`config.mk`:
```
export PLATFORM = sky130hd
export DESIGN_NAME = hazard_ctrl
export DESIGN_NICKNAME = d
export VERILOG_FILES = /design/src/rtl/hazard_ctrl.sv
export SDC_FILE = /design/constraint.sdc
export NUM_CORES = 1
export LEC_CHECK = 0
export CORE_UTILIZATION = 52
export CTS_BUF_LIST = sky130_fd_sc_hd__clkbuf_16
export DETAILED_ROUTE_END_ITERATION = 7
export GPL_TIMING_DRIVEN = 0
export PLACE_DENSITY = 0.87
export REMOVE_ABC_BUFFERS = 1
export SYNTH_ARGS = -nofsm -noshare
export SYNTH_HDL_FRONTEND = slang
export SYNTH_SLANG_ARGS = --single-unit
export TNS_END_PERCENT = 1
```
`constraint.sdc`:
```
create_clock -name clk -period 2.45 [get_ports clk]
set_clock_uncertainty 0.1 [all_clocks]
set_input_delay 0.245 -clock clk [delete_from_list [all_inputs] [get_ports clk]]
set_output_delay 0.245 -clock clk [all_outputs]
set_load 0.02 [all_outputs]
```
`src/rtl/hazard_ctrl.sv`:
```
// hazard_ctrl -- pipeline hazard controller for the 5-stage RV32I core.
//
// Tracks register-use information for the instructions in E, M and W in a
// private shadow pipeline and derives from it, each cycle:
//   * the E-stage operand forwarding selects (00 regfile, 01 W result,
//     10 M-stage ALU result),
//   * the load-use stall (hold PC and IF/ID, bubble ID/EX),
//   * the taken-branch flush (clear IF/ID and ID/EX),
//   * the data-memory freeze (hold everything downstream of IF/ID).
// Stall and flush cycles are counted for debug.
//
// Ports:
//   clk, rst                      clock, synchronous active-high reset
//   valid_d, rs1_d, rs2_d, rd_d,  D-stage instruction register usage
//   reg_write_d, result_src_d
//   pc_src_e                      taken branch/jump resolved in E
//   dmem_wait                     data memory not ready
//   fwd_a_e, fwd_b_e              forwarding mux selects for E operands
//   stall_f, stall_d              hold PC / IF/ID
//   flush_d, flush_e              clear IF/ID / ID/EX
//   freeze                        hold ID/EX, EX/MEM, MEM/WB
//   stall_cnt, flush_cnt          load-use stall / branch flush cycle counts
module hazard_ctrl #(
  parameter int RA_W  = 5,
  parameter int CNT_W = 32
) (
  input  logic             clk,
  input  logic             rst,
  input  logic             valid_d,
  input  logic [RA_W-1:0]  rs1_d,
  input  logic [RA_W-1:0]  rs2_d,
  input  logic [RA_W-1:0]  rd_d,
  input  logic             reg_write_d,
  input  logic [1:0]       result_src_d,
  input  logic             pc_src_e,
  input  logic             dmem_wait,
  output logic [1:0]       fwd_a_e,
  output logic [1:0]       fwd_b_e,
  output logic             stall_f,
  output logic             stall_d,
  output logic             flush_d,
  output logic             flush_e,
  output logic             freeze,
  output logic [CNT_W-1:0] stall_cnt,
  output logic [CNT_W-1:0] flush_cnt
);

  localparam logic [1:0] SRC_ALU  = 2'b00;
  localparam logic [1:0] SRC_LOAD = 2'b01;
  localparam logic [1:0] SRC_PC4  = 2'b10;

  // E-stage shadow
  logic            vld_e_q, vld_e_d;
  logic [RA_W-1:0] rs1_e_q, rs1_e_d;
  logic [RA_W-1:0] rs2_e_q, rs2_e_d;
  logic [RA_W-1:0] rd_e_q,  rd_e_d;
  logic            rw_e_q,  rw_e_d;
  logic [1:0]      src_e_q, src_e_d;
  // M-stage shadow
  logic            vld_m_q, vld_m_d;
  logic [RA_W-1:0] rd_m_q,  rd_m_d;
  logic            rw_m_q,  rw_m_d;
  logic [1:0]      src_m_q, src_m_d;
  // W-stage shadow
  logic            vld_w_q, vld_w_d;
  logic [RA_W-1:0] rd_w_q,  rd_w_d;
  logic            rw_w_q,  rw_w_d;
  // debug counters
  logic [CNT_W-1:0] stall_cnt_q, stall_cnt_d;
  logic [CNT_W-1:0] flush_cnt_q, flush_cnt_d;

  logic [1:0] src_in;
  logic       late_e;
  logic       lu;
  logic       br;

  // M has priority over W (it is the younger value); x0 is never forwarded
  // and only an ALU result is available in M.
  function automatic logic [1:0] fwd_sel(
    input logic [RA_W-1:0] rs,
    input logic            vm,
    input logic            rwm,
    input logic [RA_W-1:0] rdm,
    input logic [1:0]      srcm,
    input logic            vw,
    input logic            rww,
    input logic [RA_W-1:0] rdw
  );
    logic [1:0] sel;
    sel = 2'b00;
    if (rs != '0) begin
      if (vm && rwm && (rdm == rs) && (srcm == SRC_ALU)) begin
        sel = 2'b10;
      end else if (vw && rww && (rdw == rs)) begin
        sel = 2'b01;
      end
    end
    return sel;
  endfunction

  // The reserved encoding behaves as an ALU result everywhere downstream.
  assign src_in = (result_src_d == 2'b11) ? SRC_ALU : result_src_d;

  // A result not available until M/W completes (load data, PC+4 is routed
  // through the W mux only) cannot feed the next instruction from M.
  assign late_e = vld_e_q && rw_e_q && (rd_e_q != '0) &&
                  ((src_e_q == SRC_LOAD) || (src_e_q == SRC_PC4));
  assign lu     = late_e && valid_d && ((rs1_d == rd_e_q) || (rs2_d == rd_e_q));
  assign br     = pc_src_e;

  always_comb begin
    fwd_a_e = fwd_sel(rs1_e_q, vld_m_q, rw_m_q, rd_m_q, src_m_q,
                      vld_w_q, rw_w_q, rd_w_q);
    fwd_b_e = fwd_sel(rs2_e_q, vld_m_q, rw_m_q, rd_m_q, src_m_q,
                      vld_w_q, rw_w_q, rd_w_q);
    stall_f = lu && !br;
    stall_d = lu && !br;
    flush_d = br;
    flush_e = br || lu;
    freeze  = 1'b0;
    if (rst) begin
      fwd_a_e = 2'b00;
      fwd_b_e = 2'b00;
      stall_f = 1'b0;
      stall_d = 1'b0;
      flush_d = 1'b1;
      flush_e = 1'b1;
    end else if (dmem_wait) begin
      // Nothing may move or be cleared while memory is busy; any pending
      // branch or load-use resolves once the wait drops.
      freeze  = 1'b1;
      stall_f = 1'b1;
      stall_d = 1'b1;
      flush_d = 1'b0;
      flush_e = 1'b0;
    end
  end

  always_comb begin
    vld_e_d     = vld_e_q;
    rs1_e_d     = rs1_e_q;
    rs2_e_d     = rs2_e_q;
    rd_e_d      = rd_e_q;
    rw_e_d      = rw_e_q;
    src_e_d     = src_e_q;
    vld_m_d     = vld_m_q;
    rd_m_d      = rd_m_q;
    rw_m_d      = rw_m_q;
    src_m_d     = src_m_q;
    vld_w_d     = vld_w_q;
    rd_w_d      = rd_w_q;
    rw_w_d      = rw_w_q;
    stall_cnt_d = stall_cnt_q;
    flush_cnt_d = flush_cnt_q;
    if (rst) begin
      vld_e_d     = 1'b0;
      rs1_e_d     = '0;
      rs2_e_d     = '0;
      rd_e_d      = '0;
      rw_e_d      = 1'b0;
      src_e_d     = 2'b00;
      vld_m_d     = 1'b0;
      rd_m_d      = '0;
      rw_m_d      = 1'b0;
      src_m_d     = 2'b00;
      vld_w_d     = 1'b0;
      rd_w_d      = '0;
      rw_w_d      = 1'b0;
      stall_cnt_d = '0;
      flush_cnt_d = '0;
    end else if (!dmem_wait) begin
      vld_w_d = vld_m_q;
      rd_w_d  = rd_m_q;
      rw_w_d  = rw_m_q;
      vld_m_d = vld_e_q;
      rd_m_d  = rd_e_q;
      rw_m_d  = rw_e_q;
      src_m_d = src_e_q;
      if (br || lu) begin
        // bubble: fully cleared so it can never match a source register
        vld_e_d = 1'b0;
        rs1_e_d = '0;
        rs2_e_d = '0;
        rd_e_d  = '0;
        rw_e_d  = 1'b0;
        src_e_d = 2'b00;
      end else begin
        vld_e_d = valid_d;
        rs1_e_d = rs1_d;
        rs2_e_d = rs2_d;
        rd_e_d  = rd_d;
        rw_e_d  = reg_write_d;
        src_e_d = src_in;
      end
      if (br) begin
        flush_cnt_d = flush_cnt_q + CNT_W'(1);
      end else if (lu) begin
        stall_cnt_d = stall_cnt_q + CNT_W'(1);
      end
    end
  end

  always_ff @(posedge clk) begin
    vld_e_q     <= vld_e_d;
    rs1_e_q     <= rs1_e_d;
    rs2_e_q     <= rs2_e_d;
    rd_e_q      <= rd_e_d;
    rw_e_q      <= rw_e_d;
    src_e_q     <= src_e_d;
    vld_m_q     <= vld_m_d;
    rd_m_q      <= rd_m_d;
    rw_m_q      <= rw_m_d;
    src_m_q     <= src_m_d;
    vld_w_q     <= vld_w_d;
    rd_w_q      <= rd_w_d;
    rw_w_q      <= rw_w_d;
    stall_cnt_q <= stall_cnt_d;
    flush_cnt_q <= flush_cnt_d;
  end

  assign stall_cnt = stall_cnt_q;
  assign flush_cnt = flush_cnt_q;

endmodule

```
# Word-level counts from Yosys, hierarchy flattened
# Index checks and enable logic that the tools add are counted.
# classes
bitwise,2
add_sub_neg,2
n_reduce_logical,24
mux,23
n_eq_ne,9
# op_table
op,n
"adder 32 x 1 -> 32 bit, second input constant",2
equality test 5 bit,6
2-to-1 mux 2 bit,8
2-to-1 mux 5 bit,3
nonzero test 5 bit,3
logical AND 1 bit,14
2-to-1 mux 1 bit,12
"equality test 2 bit, second input constant",2
logical OR 1 bit,3
AND reduction 3 bit,1
"equality test 2 x 1 -> 1 bit, second input constant",1
zero test 2 bit,1
inverter 1 bit,2
AND reduction 2 bit,1
zero test 1 bit,1
# totals
word_cells,75
regBits,99

# Depth between registers and ports, before layout
# Gate-level depths: netlist of the first run.
# logic_depth
depth_word,8
depth_mapped,8

# Worst setup path before layout of the first run
# OpenSTA, ideal clock, no wires.
# synth_path
kind,register -> output
startpoint,register rd_e_q[2]
endpoint,output stall_f
required_ps,2105
arrival_ps,2046
setup_slack_ps,59
stages_incl_launch_ff,9
n_path_buf,3
cell_sequence,dfxtp_1 > xor2_1 > nor3_2 > a22oi_1 > buf_6 > buf_2 > or3_1 > a21oi_1 > buf_4
# synth_via
elab_chain_cells,8
word_cells_on_any_way,11
cone_classes,2 x eq/ne; 2 x mux; 7 x reduce/logical
# synth_lines
element,line_no,source
"start, declared",56,"logic [RA_W-1:0] rd_e_q, rd_e_d;"
"start signal, assigned",207,rd_e_q <= rd_e_d;
nonzero test 5 bit,106,assign late_e = vld_e_q && rw_e_q && (rd_e_q != '0) &&
logical AND 1 bit (2 in series),106,
logical AND 1 bit,108,assign lu = late_e && valid_d && ((rs1_d == rd_e_q) || (rs2_d == rd_e_q));
logical AND 1 bit (*),108,
logical AND 1 bit (*),--,
2-to-1 mux 1 bit (*) (2 in series),--,
"end, declared",39,"output logic stall_f,"
# Mark *: on every way between the ends. The rest lies on a longest branch, timed or not.

# Worst setup path after layout of the first run
# layout_path
startpoint,register rd_e_q[0]
endpoint,output stall_f
# layout_via
elab_chain_cells,8
word_cells_on_any_way,11
cone_classes,2 x eq/ne; 2 x mux; 7 x reduce/logical
# layout_lines
element,line_no,source
nonzero test 5 bit,106,
logical AND 1 bit (2 in series),106,
logical AND 1 bit,108,
logical AND 1 bit (*),108,
logical AND 1 bit (*),116,stall_f = lu && !br;
2-to-1 mux 1 bit (*),128,end else if (dmem_wait) begin
2-to-1 mux 1 bit (*),121,if (rst) begin
# Marks and branches as above.

==> summary.md, run 1 <==
| Metric | Value |
|---|---|
| Outcome | `complete, no violations` |
| Worst-path clk slew | `around 0.07 ns` |
| Worst Hold Path EP | `rd_m_q[0]` |
| Post-synthesis async set-or-reset flop share | `0%` |
| Share of cells above drive strength 1 | `around 9.7%` |
| Hold path start | `dmem_wait` |
| Synthesis-stage register bit count | `between 90 and 100` |
| Largest net degree at the start of global routing | `91` |
| Syn avg cell area | `8.87 um^2` |
| Share of the synthesized area in the top cell type | `between 40% and 50%` |
| Static Leakage | `2.29 nW` |
| I/O Buffers | `95` |
| Core area | `8890 um^2` |
| Non-Filler Instances | `~740` |
| Buf+Inv Stages, Crit Path | `1` |
| FF/Latch Area | `between 1500 and 2000 um^2` |
| Vias in the first global route | `around 4300` |
| DR DRC count | `0` |
| Worst Hold Depth | `3` |
| GPL Wtd Cong | `0.883` |
| Hold-fix buffers, CTS | `0` |
| Vias | `around 4600` |
| Fillers | `636` |
| Multi-input gate area | `2780 um^2` |
| Worst-skew pair later-pin latency | `~0.34 ns` |
| Main flop type after synthesis | `dfxtp_1` |
| Die X | `between 90 and 100 um` |
| R2R setup slack | `approximately 0.15 ns` |
| Mapped cell area | `4850 um^2` |
| Clock sinks | `a little under 100` |
| Clock Tree Buf Depth | `2` |
| Warnings from Yosys | `0` |
| RR Startpoint | `vld_e_q` |
| Final period util | `a little over nine tenths` |
| Total grt overflow | `0` |
| TritonCTS clock tree | `done` |
| CP Cell Sequence | `xor2_1 > nor3_2 > a22oi_2 > or3_1 > a21oi_2 > buf_2` |
| Final WL | `12700 um` |
| CP max-delay cell | `or3_1` |
| Dpl hpwl | `between 8000 and 9000 um` |
| Die area | `9720 um^2` |
| Root Buffer | `clkbuf_16` |
| Initial core utilization | `54.6%` |
| CP Class | `reg2out` |
| CTS H-Tree Depth | `3` |
| Cts bufs inserted | `9` |
| Nets | `~660` |
| Placed Area | `around 6000 um^2` |
| Largest area contributor in the netlist | `dfxtp_1` |
| Sequential area share after synthesis | `about two fifths` |
| Worst-case reg-to-reg path depth | `6` |
| Final Hold Fails | `0` |
| Critical Path Fanout Max | `5` |
| Antenna diodes | `0` |
| Cell Rows | `34` |
| Slew of the pin with the lowest slew margin | `0.940 ns` |
| RSZ-0062 raised after global routing | `true` |
| Syn Inst Count | `547` |
| Antenna violations before repair | `1` |
| Synth area leaders | `dfxtp_1 41%, xor2_1 7.8%, nor2_1 5.3%` |
| Setup violators final | `0` |
| Final ANT Viol Nets | `0` |
| Crit start category | `register` |
| F_max | `about 420 MHz` |
| Max-slew violations | `0` |
| 1st-iter DRT viols | `around 300` |
| WP data required | `between 2 and 2.5 ns` |
| Max cap viols | `0` |
| Post-synth EDFFs | `0` |
| Worst setup EP type | `output port` |
| Die height | `just under 100 um` |
| # IOs | `96` |
| Critical Path AT | `between 2 and 2.5 ns` |
| Reg2reg end | `stall_cnt[2]` |
| Relative slew slack | `a little under two fifths` |
| GRT Util Overall | `a little over a quarter` |
| 1st-pass router iterations | `5` |
| First-pass GRT wire length | `approximately 21000 um` |
| Worst hold path type | `in2reg` |
| Total Power | `between 3 and 4 mW` |
| Avg WL per Cell | `around 17 um` |
| DR vias/cell | `6.24` |
| Post-route minimum period | `2.41 ns` |
| DP Cell Count | `around 720` |
| Area growth, synth to finish | `29.7%` |
| P per Cell Area | `roughly 560 nW/um^2` |
| Post-route design area | `roughly 6300 um^2` |
| Yosys cell types | `48` |
| CP max stage delay | `~0.39 ns` |
| Top Family by Delay on Critical Path | `simple AND/OR/NAND/NOR gates` |
| VDD IR max | `between 0.4 and 0.5 mV` |
-- tightest hold or removal path: stages --
cell and delay [ns]:
clkbuf_4 0.27, mux2i_1 0.17, nor2_1 0.07
-- state kept, by name, indices dropped and copies added (netlist names), 5 cells and up --
signal / flops
flush_cnt: 32
stall_cnt: 32
rd_e_q: 5
rd_m_q: 5
rd_w_q: 5
rs1_e_q: 5
rs2_e_q: 5
-- per-layer routing --
layer	part of all wire (%)	routed length [um]	GRT usage [%]
met3	5.6	710	4.40
met4	1.7	213	7.81
met2	50	6320	44.7
met1	43	5470	33.7
met5	0	0	0
-- per-stage QoR --
| stage | setup slack (ns) | util, % | hold WS [ns] | setup TNS, ns |
|---|---|---|---|---|
| global placement | -2.92 | 65.2 | 0.362 | -183.46 |
| floorplan | -1.30 | - | 0.214 | -56.64 |
| finish | 0.0420 | 70.8 | 0.354 | 0 |
| detailed placement | -1.30 | 65.5 | 0.381 | -54.08 |
| CTS | -0.230 | 70.1 | 0.377 | -0.626 |
| global route | -0.0644 | 70.8 | 0.359 | -0.142 |
-- synth_stat cells, types with 7 or more instances --
master    number
or4_1         29
clkbuf_1      16
nand2_1       26
nand4_1       30
or3_1          7
o21ai_0        7
a22o_1        17
nand3_1       26
nor3_1        12
o31ai_1       28
a21oi_1       37
mux2i_1       17
xnor2_1       13
nor2_1        68
and3_1         8
inv_1          7
buf_2          8
dfxtp_1       99
xor2_1        43
-- cell families after synthesis --
logic type | after synthesis | share of synthesized area (%)
buffers and inverters | 38 | 3.48
AO/OA/AOI/OAI | 98 | 13.5
XOR/XNOR | 56 | 10.1
flip-flops | 99 | 40.9
multiplexers | 19 | 3.97
adder cells (fa/ha/maj) | 2 | 0.516
AND/OR/NAND/NOR | 235 | 27.5
-- what timing repair did --
action | 4_1_cts | 5_1_grt
setup buffers | 3 | 3
hold endpoints to repair | 0 | 0
cloned | 1 | 0
setup endpoints to repair | 83 | 14
pin swaps | 3 | 4
resized for setup | 24 | 21
-- final cells by class --
| class | instances | share of cell area, % |
|---|---|---|
| repair buffers | 103 | 16.1 |
| flip-flops and latches | 99 | 31.6 |
| multi-input cells | 411 | 44.2 |
| clock inverters | 7 | 1.97 |
| well taps | 108 | 2.15 |
| inverters | 7 | 0.418 |
| clock buffers | 9 | 3.58 |
-- layout by cell type (no fill, tap or decap), types with 9 or more instances in the layout --
cell	count
o31ai_1	28
nand4_1	30
nand3_1	26
dfxtp_1	94
nor2_1	64
clkdlybuf4s50_1	87
nand2_1	24
or4_1	29
mux2i_1	17
nor3_1	9
xor2_1	42
xnor2_1	13
a22o_1	17
a21oi_1	36
clkbuf_16	9
-- power breakdown --
| part | switching (mW) | internal, mW | total [mW] |
|---|---|---|---|
| Sequential | 0.0253 | 1.63 | 1.65 |
| Combinational | 0.140 | 0.104 | 0.244 |
| Clock | 0.627 | 1.00 | 1.63 |
| Total | 0.792 | 2.74 | 3.53 |
-- worst max path at each step --
stage / start / endpoint / slack (ns) / cells past startpoint
final: rd_e_q[0] / stall_f / 0.04 / 6
after global routing: rs1_d[3] / flush_e / -0.06 / 9
after CTS: valid_d / stall_d / -0.23 / 7
after detailed placement: dmem_wait / freeze / -1.30 / 4
after global placement: rs1_d[2] / stall_d / -2.92 / 7
after floorplan: rd_e_q[2] / src_e_q[0] / -1.30 / 5
Note: power is estimated with default switching activity, not from simulation.
==> run 2, diff against run 1 <==
- CORE_MARGIN: not set -> 10
==> run 2 against run 1 <==
  * Sequential share of layout area grew 0.43 points
  * Combinational power is 7% lower
  * Fmax is 1.5% lower
  * Critical path type unchanged
  * Hold slack gained 0.026 ns
  * Highest routed layer unchanged
  * Clock power fell by 13%
  * Core utilization decreased by 2.9 points
  * Critical path depth increased by 1
  * Count of clock-buffer cells in the layout unchanged
  * Worst setup slack got worse by 0.036 ns
==> summary.md, run 2 (synthesis results as in run 1) <==
| Metric | Value |
|---|---|
| RSZ-0062 raised after global routing | `true` |
| I/O Buffers | `95 (unchanged)` |
| Final period util | `99.7% (+1.5 points)` |
| CP Class | `reg2out` |
| Avg WL per Cell | `17.6 um (+2.8%)` |
| WP data required | `2.11 ns (about the same)` |
| Die X | `117 um (+18%)` |
| Clock Tree Buf Depth | `2 (unchanged)` |
| DP Cell Count | `724 (+0.42%)` |
| Static Leakage | `2.26 nW (-1.5%)` |
| Antenna violations before repair | `0 (-1)` |
| F_max | `409 MHz (-1.5%)` |
| Nets | `651 (-0.76%)` |
| Setup WS post-layout | `0.00645 ns (-0.0356 ns)` |
| Final TNS setup | `0 ns (unchanged)` |
| Vias | `4560 (-1.9%)` |
| Largest net degree at the start of global routing | `91 (unchanged)` |
| Vias in the first global route | `4503 (+5.2%)` |
| Share of cells above drive strength 1 | `8.56% (-1.2 points)` |
| DR DRC count | `0 (unchanged)` |
| Final Util | `67.8% (-2.9 points)` |
| 1st-pass router iterations | `5 (unchanged)` |
| Worst-path clk slew | `0.07 ns (about the same)` |
| Max cap viols | `0 (unchanged)` |
| Post-Place Setup Slack | `-1.36 ns (-0.0637 ns)` |
| Total Power | `3.29 mW (-6.8%)` |
| Outcome | `complete, no violations` |
| Post-route design area | `6210 um^2 (-1.3%)` |
| Worst hold path type | `in2reg` |
| Clock sinks | `99 (unchanged)` |
| Critical Path Fanout Max | `8 (+3)` |
| Root Buffer | `clkbuf_16` |
| Non-Filler Instances | `742 (-0.27%)` |
| Worst Hold Margin | `0.380 ns (+0.0257 ns)` |
| Multi-input gate area | `2760 um^2 (-0.63%)` |
| GRT Util Overall | `19.1% (-7.0 points)` |
| Dpl hpwl | `9100 um (+9.1%)` |
| Relative slew slack | `36.6% (-0.80 points)` |
| Cell Rows | `35 (+2.9%)` |
| Antenna diodes | `0 (unchanged)` |
| 1st-iter DRT viols | `303 (-0.66%)` |
| CP Cell Sequence | `xor2_1 > nor3_2 > a22oi_2 > buf_6 > or3_4 > a21oi_4 > buf_6` |
| Die height | `117 um (+18%)` |
| Critical Path AT | `2.10 ns (+0.04 ns)` |
| Final WL | `13000 um (+2.5%)` |
| Placed Area | `5840 um^2 (+0.28%)` |
| Max-slew violations | `0 (unchanged)` |
| Setup violators final | `0 (unchanged)` |
| Final ANT Viol Nets | `0 (unchanged)` |
| FF/Latch Area | `1990 um^2 (unchanged)` |
| Most frequent cells in the layout | `94 x dfxtp_1, 86 x clkdlybuf4s50_1, 66 x nor2_1, 43 x xor2_1, 36 x a21oi_1` |
| CP max-delay cell | `or3_4` |
| Most common cell after layout, fill and taps aside | `dfxtp_1` |
| Hold-fix buffers, CTS | `0 (unchanged)` |
| Total grt overflow | `0 (unchanged)` |
| First-pass GRT wire length | `21300 um (+3.0%)` |
| Fillers | `708 (+11%)` |
| Core area | `9150 um^2 (+2.9%)` |
| Worst-skew pair later-pin latency | `0.35 ns (about the same)` |
| GPL Wtd Cong | `0.829 (-6.1%)` |
| P per Cell Area | `530 nW/um^2 (-5.5%)` |
| Crit start category | `register` |
| Cts bufs inserted | `9 (unchanged)` |
| Worst setup EP type | `output port` |
| # IOs | `96 (unchanged)` |
| DR vias/cell | `6.15 (-1.6%)` |
| Initial core utilization | `53.0% (-1.6 points)` |
| Slew of the pin with the lowest slew margin | `0.951 ns (+0.0120 ns)` |
| Area growth, synth to finish | `28.0%` |
| TritonCTS clock tree | `done` |
| CP max stage delay | `0.38 ns (about the same)` |
| Crit path top cell by count | `buf_6` |
| Final Hold Fails | `0 (unchanged)` |
| CTS H-Tree Depth | `3 (unchanged)` |
| VDD IR max | `0.400 mV (-11%)` |
| Post-route minimum period | `2.44 ns (+0.0356 ns)` |
| Die area | `13600 um^2 (+40%)` |
[run 2: changes by cell type in the layout (fill, tap and decap cells not counted), sizes merged]
cell and change:
clkinv +3, clkbuf +1, dlymetal6s2s +1, buf -5, bufinv -2, clkdlybuf4s50 -1, clkinvlp -1, a22oi -1
[run 2: timing repair]
| action | CTS | global route |
|---|---|---|
| endpoints found under the setup margin | 82 | 20 |
| setup buffers | 2 | 0 |
| pin swaps | 2 | 3 |
| gates resized for setup | 26 | 18 |
[run 2: power breakdown]
part,leakage (nW),internal (mW),switching (mW)
Clock,0.147,0.788,0.620
Combinational,1.31,0.0983,0.130
Sequential,0.802,1.63,0.0245
[run 2: area by class of cell]
type / instances / share of cell area, %
clock buffers: 9 / 3.63
inverters: 7 / 0.423
repair buffers: 99 / 16.1
multi-input cells: 410 / 44.5
well taps: 111 / 2.24
clock inverters: 7 / 1.07
flip-flops and latches: 99 / 32.0
[run 2: final timing paths]
check / slack [ns] / end / from / cells past startpoint
worst min register to register: 0.39 / stall_cnt[31] / stall_cnt[31] / 2
worst min-delay path: 0.38 / rd_m_q[4] / dmem_wait / 3
worst max-delay path: 0.006 / stall_d / rd_e_q[2] / 7
worst max register to register: 0.16 / flush_cnt[22] / flush_cnt[0] / 6
[run 2: routing by layer]
layer  vias to the layer above  part of all wire, %  track usage (%)  wire (um)
met4                         0                  2.7             7.74        348
met5                         -                    0                0          0
met2                       157                   50             33.8       6540
met1                      2183                   41             21.6       5380
met3                        31                  5.9             4.47        766
li1                       2189                    -                -          -
[run 2: critical path, delay by kind of cell, from the launching register on]
kind / cells / cell delay (ns)
buffers and inverters: 2 / 0.31
AO/OA/AOI/OAI: 2 / 0.32
flip-flops: 1 / 0.35
AND/OR/NAND/NOR: 2 / 0.58
XOR/XNOR: 1 / 0.18
==> run 3, diff against run 2 <==
- CAP_MARGIN: not set -> 20
- CORE_MARGIN: 10 -> 2
- CORE_UTILIZATION: 52 -> 40
- PLACE_DENSITY: 0.87 -> 0.71
==> run 3 against run 2 <==
  * The flow now finishes with violations (setup timing)
  * Clock power increased by 7%
  * Largest power group unchanged
  * Global-route usage down 0.10 points
  * Count of clock-buffer cells in the layout is the same
  * First-iteration DRC count down 8.9%
==> summary.md, run 3 (synthesis results as in run 1) <==
| Metric | Value |
|---|---|
| P per Cell Area | `541 nW/um^2 (+2.1%)` |
| Hold-fix buffers, CTS | `0 (unchanged)` |
| Clock power share | `44.5% (+1.7 points)` |
| Multi-input gate area | `2750 um^2 (-0.54%)` |
| Relative slew slack | `43.0% (+6.4 points)` |
| FF/Latch Area | `1990 um^2 (-0.13%)` |
| RR Startpoint | `vld_e_q` |
| Antenna violations before repair | `0 (unchanged)` |
| Die X | `114 um (-2.1%)` |
| # IOs | `96 (unchanged)` |
| Slew of the pin with the lowest slew margin | `0.848 ns (-0.103 ns)` |
| Cts bufs inserted | `9 (unchanged)` |
| Final ANT Viol Nets | `0 (unchanged)` |
| NetSw | `771 uW (-0.43%)` |
| Final period util | `100% (+0.71 points)` |
| Final TNS setup | `-0.0211 ns (-0.0211 ns)` |
| Final Hold Fails | `0 (unchanged)` |
| Largest net degree at the start of global routing | `91 (unchanged)` |
| Static Leakage | `2.24 nW (-0.59%)` |
| CP Class | `reg2out` |
| Most common cell after layout, fill and taps aside | `dfxtp_1` |
| Die area | `13000 um^2 (-4.2%)` |
| Initial core utilization | `40.7% (-12 points)` |
| Combinational power share | `6.8% (about the same)` |
| Total Power | `3.39 mW (+3.1%)` |
| 1st-iter DRT viols | `276 (-8.9%)` |
| Clock sinks | `99 (unchanged)` |
| RSZ-0062 raised after global routing | `true` |
| Area growth, synth to finish | `29.2%` |
| Dpl hpwl | `8430 um (-7.4%)` |
| Critical Path Fanout Max | `24 (+16)` |
| DP Cell Count | `762 (+5.2%)` |
| Post-route minimum period | `2.46 ns (+0.0173 ns)` |
| Antenna diodes | `0 (unchanged)` |
| Clock Tree Buf Depth | `2 (unchanged)` |
| TritonCTS clock tree | `done` |
| CTS H-Tree Depth | `3 (unchanged)` |
| I/O Buffers | `95 (unchanged)` |
| GRT Util Overall | `19.0% (-0.10 points)` |
| 1st-pass router iterations | `4 (-1)` |
| Share of cells above drive strength 1 | `8.52% (-0.040 points)` |
| Final WL | `12100 um (-7.0%)` |
| Worst-path clk slew | `0.07 ns (about the same)` |
| Failing checks | `setup timing` |
| DR DRC count | `0 (unchanged)` |
| Worst hold path type | `in2reg` |
| Root Buffer | `clkbuf_16` |
| Cell Rows | `40 (+14%)` |
| Worst-case reg-to-reg path depth | `6 (unchanged)` |
| Worst Hold Depth | `2 (-1)` |
| CP Cell Sequence | `xor2_1 > nor3_2 > a22oi_2 > buf_8 > or3_1 > a21oi_2 > buf_4` |
| Worst setup EP type | `output port` |
| Die height | `114 um (-2.1%)` |
| First-pass GRT wire length | `20300 um (-4.9%)` |
| Max cap viols | `0 (unchanged)` |
| Setup WS post-layout | `-0.0108 ns (-0.0173 ns)` |
| Outcome | `finished, violations left` |
| Internal power | `2.62 mW (+4.2%)` |
| Sequential power share | `48.7% (-1.5 points)` |
| GPL Wtd Cong | `0.818 (-1.4%)` |
| Switching portion of total power | `22.7% (-0.81 points)` |
| Critical Path AT | `2.12 ns (+0.02 ns)` |
| Nets | `654 (+0.46%)` |
| F_max | `406 MHz (-0.70%)` |
| R2R setup slack | `0.18 ns (+0.02 ns)` |
| Total grt overflow | `0 (unchanged)` |
| Worst-skew pair later-pin latency | `0.34 ns (about the same)` |
| Max-slew violations | `0 (unchanged)` |
| Avg WL per Cell | `15.5 um (-12%)` |
| Setup violators final | `2 (+2)` |
| VDD IR max | `0.267 mV (-33%)` |
| Most frequent cells in the layout | `96 x dfxtp_1, 87 x clkdlybuf4s50_1, 67 x nor2_1, 43 x xor2_1, 36 x a21oi_1` |
| DR vias/cell | `5.71 (-7.2%)` |
| Core area | `11900 um^2 (+30%)` |
| CP max-delay cell | `dfxtp_2` |
| Non-Filler Instances | `781 (+5.3%)` |
| Vias in the first global route | `4158 (-7.7%)` |
| WP data required | `2.11 ns (about the same)` |
| Crit start category | `register` |
| Fillers | `1096 (+55%)` |
| Worst Hold Path EP | `src_m_q[1]` |
| Worst Hold Margin | `0.270 ns (-0.110 ns)` |
| Vias | `4456 (-2.3%)` |
| Reg2reg end | `stall_cnt[27]` |
| Beginning of the critical path | `rd_e_q[2]` |
| Hold path start | `rst` |
| CP max stage delay | `0.36 ns (-0.02 ns)` |
[run 3: cell types whose count changed in the layout (fill, tap and decap cells not counted), moves of 2 or more]
cell      change
buf_4         +6
buf_6         -2
clkinv_2      -2
dfxtp_1       +2
dfxtp_2       -2
nor3_1        -2
nor3_2        +3
[run 3: repair_timing]
action / in CTS / in global routing
resized for setup: 23 / 12
endpoints found under the hold margin: 0 / 0
endpoints found under the setup margin: 82 / 18
pin swaps: 3 / 1
setup buffers: 3 / 0
[run 3: area by class of cell]
type	count	area share [%]
Multi-Input combinational cell	410	43.9
Inverter	7	0.419
Timing Repair Buffer	102	16.1
Tap cell	147	2.93
Sequential cell	99	31.7
Clock buffer	9	3.59
Clock inverter	7	1.44
[run 3: worst max-delay path by stage]
stage,to,slack [ns]
floorplan,src_e_q[0],-1.30
global placement,stall_d,-3.00
detailed placement,stall_f,-1.03
CTS,stall_f,-0.14
global route,stall_f,-0.10
finish,stall_f,-0.01
[run 3: stage by stage]
stage               instance area (um^2)  setup slack, ns  utilization, %
floorplan                           4710            -1.30               -
global placement                    5840            -3.00            49.1
detailed placement                  5890            -1.03            49.5
CTS                                 6230           -0.138            52.3
global route                        6270           -0.103            52.6
finish                              6270          -0.0108            52.6
[run 3: critical path: cells and delay by family, from the launching register on]
kind	cells	cell delay (ns)
simple gates	2	0.55
flops	1	0.36
buf+inv	2	0.36
compound gates	2	0.32
xor+xnor	1	0.17
[run 3: routing by layer]
layer	vias up	wire [um]	part of all wire [%]	global-route usage, %
li1	2194	-	-	-
met4	0	224	1.8	7.07
met3	17	493	4.1	3.18
met2	123	5950	49	31.0
met1	2122	5460	45	25.3
met5	-	0	0	0
[run 3: power groups by stage]
stage | Combinational, mW | Clock (mW) | Sequential [mW]
after floorplan | 0.100 | 0 | 1.68
after CTS | 0.225 | 1.54 | 1.65
after detailed placement | 0.221 | 0 | 1.69
final | 0.229 | 1.51 | 1.65
after global routing | 0.249 | 1.62 | 1.65
after global placement | 0.209 | 0 | 1.69
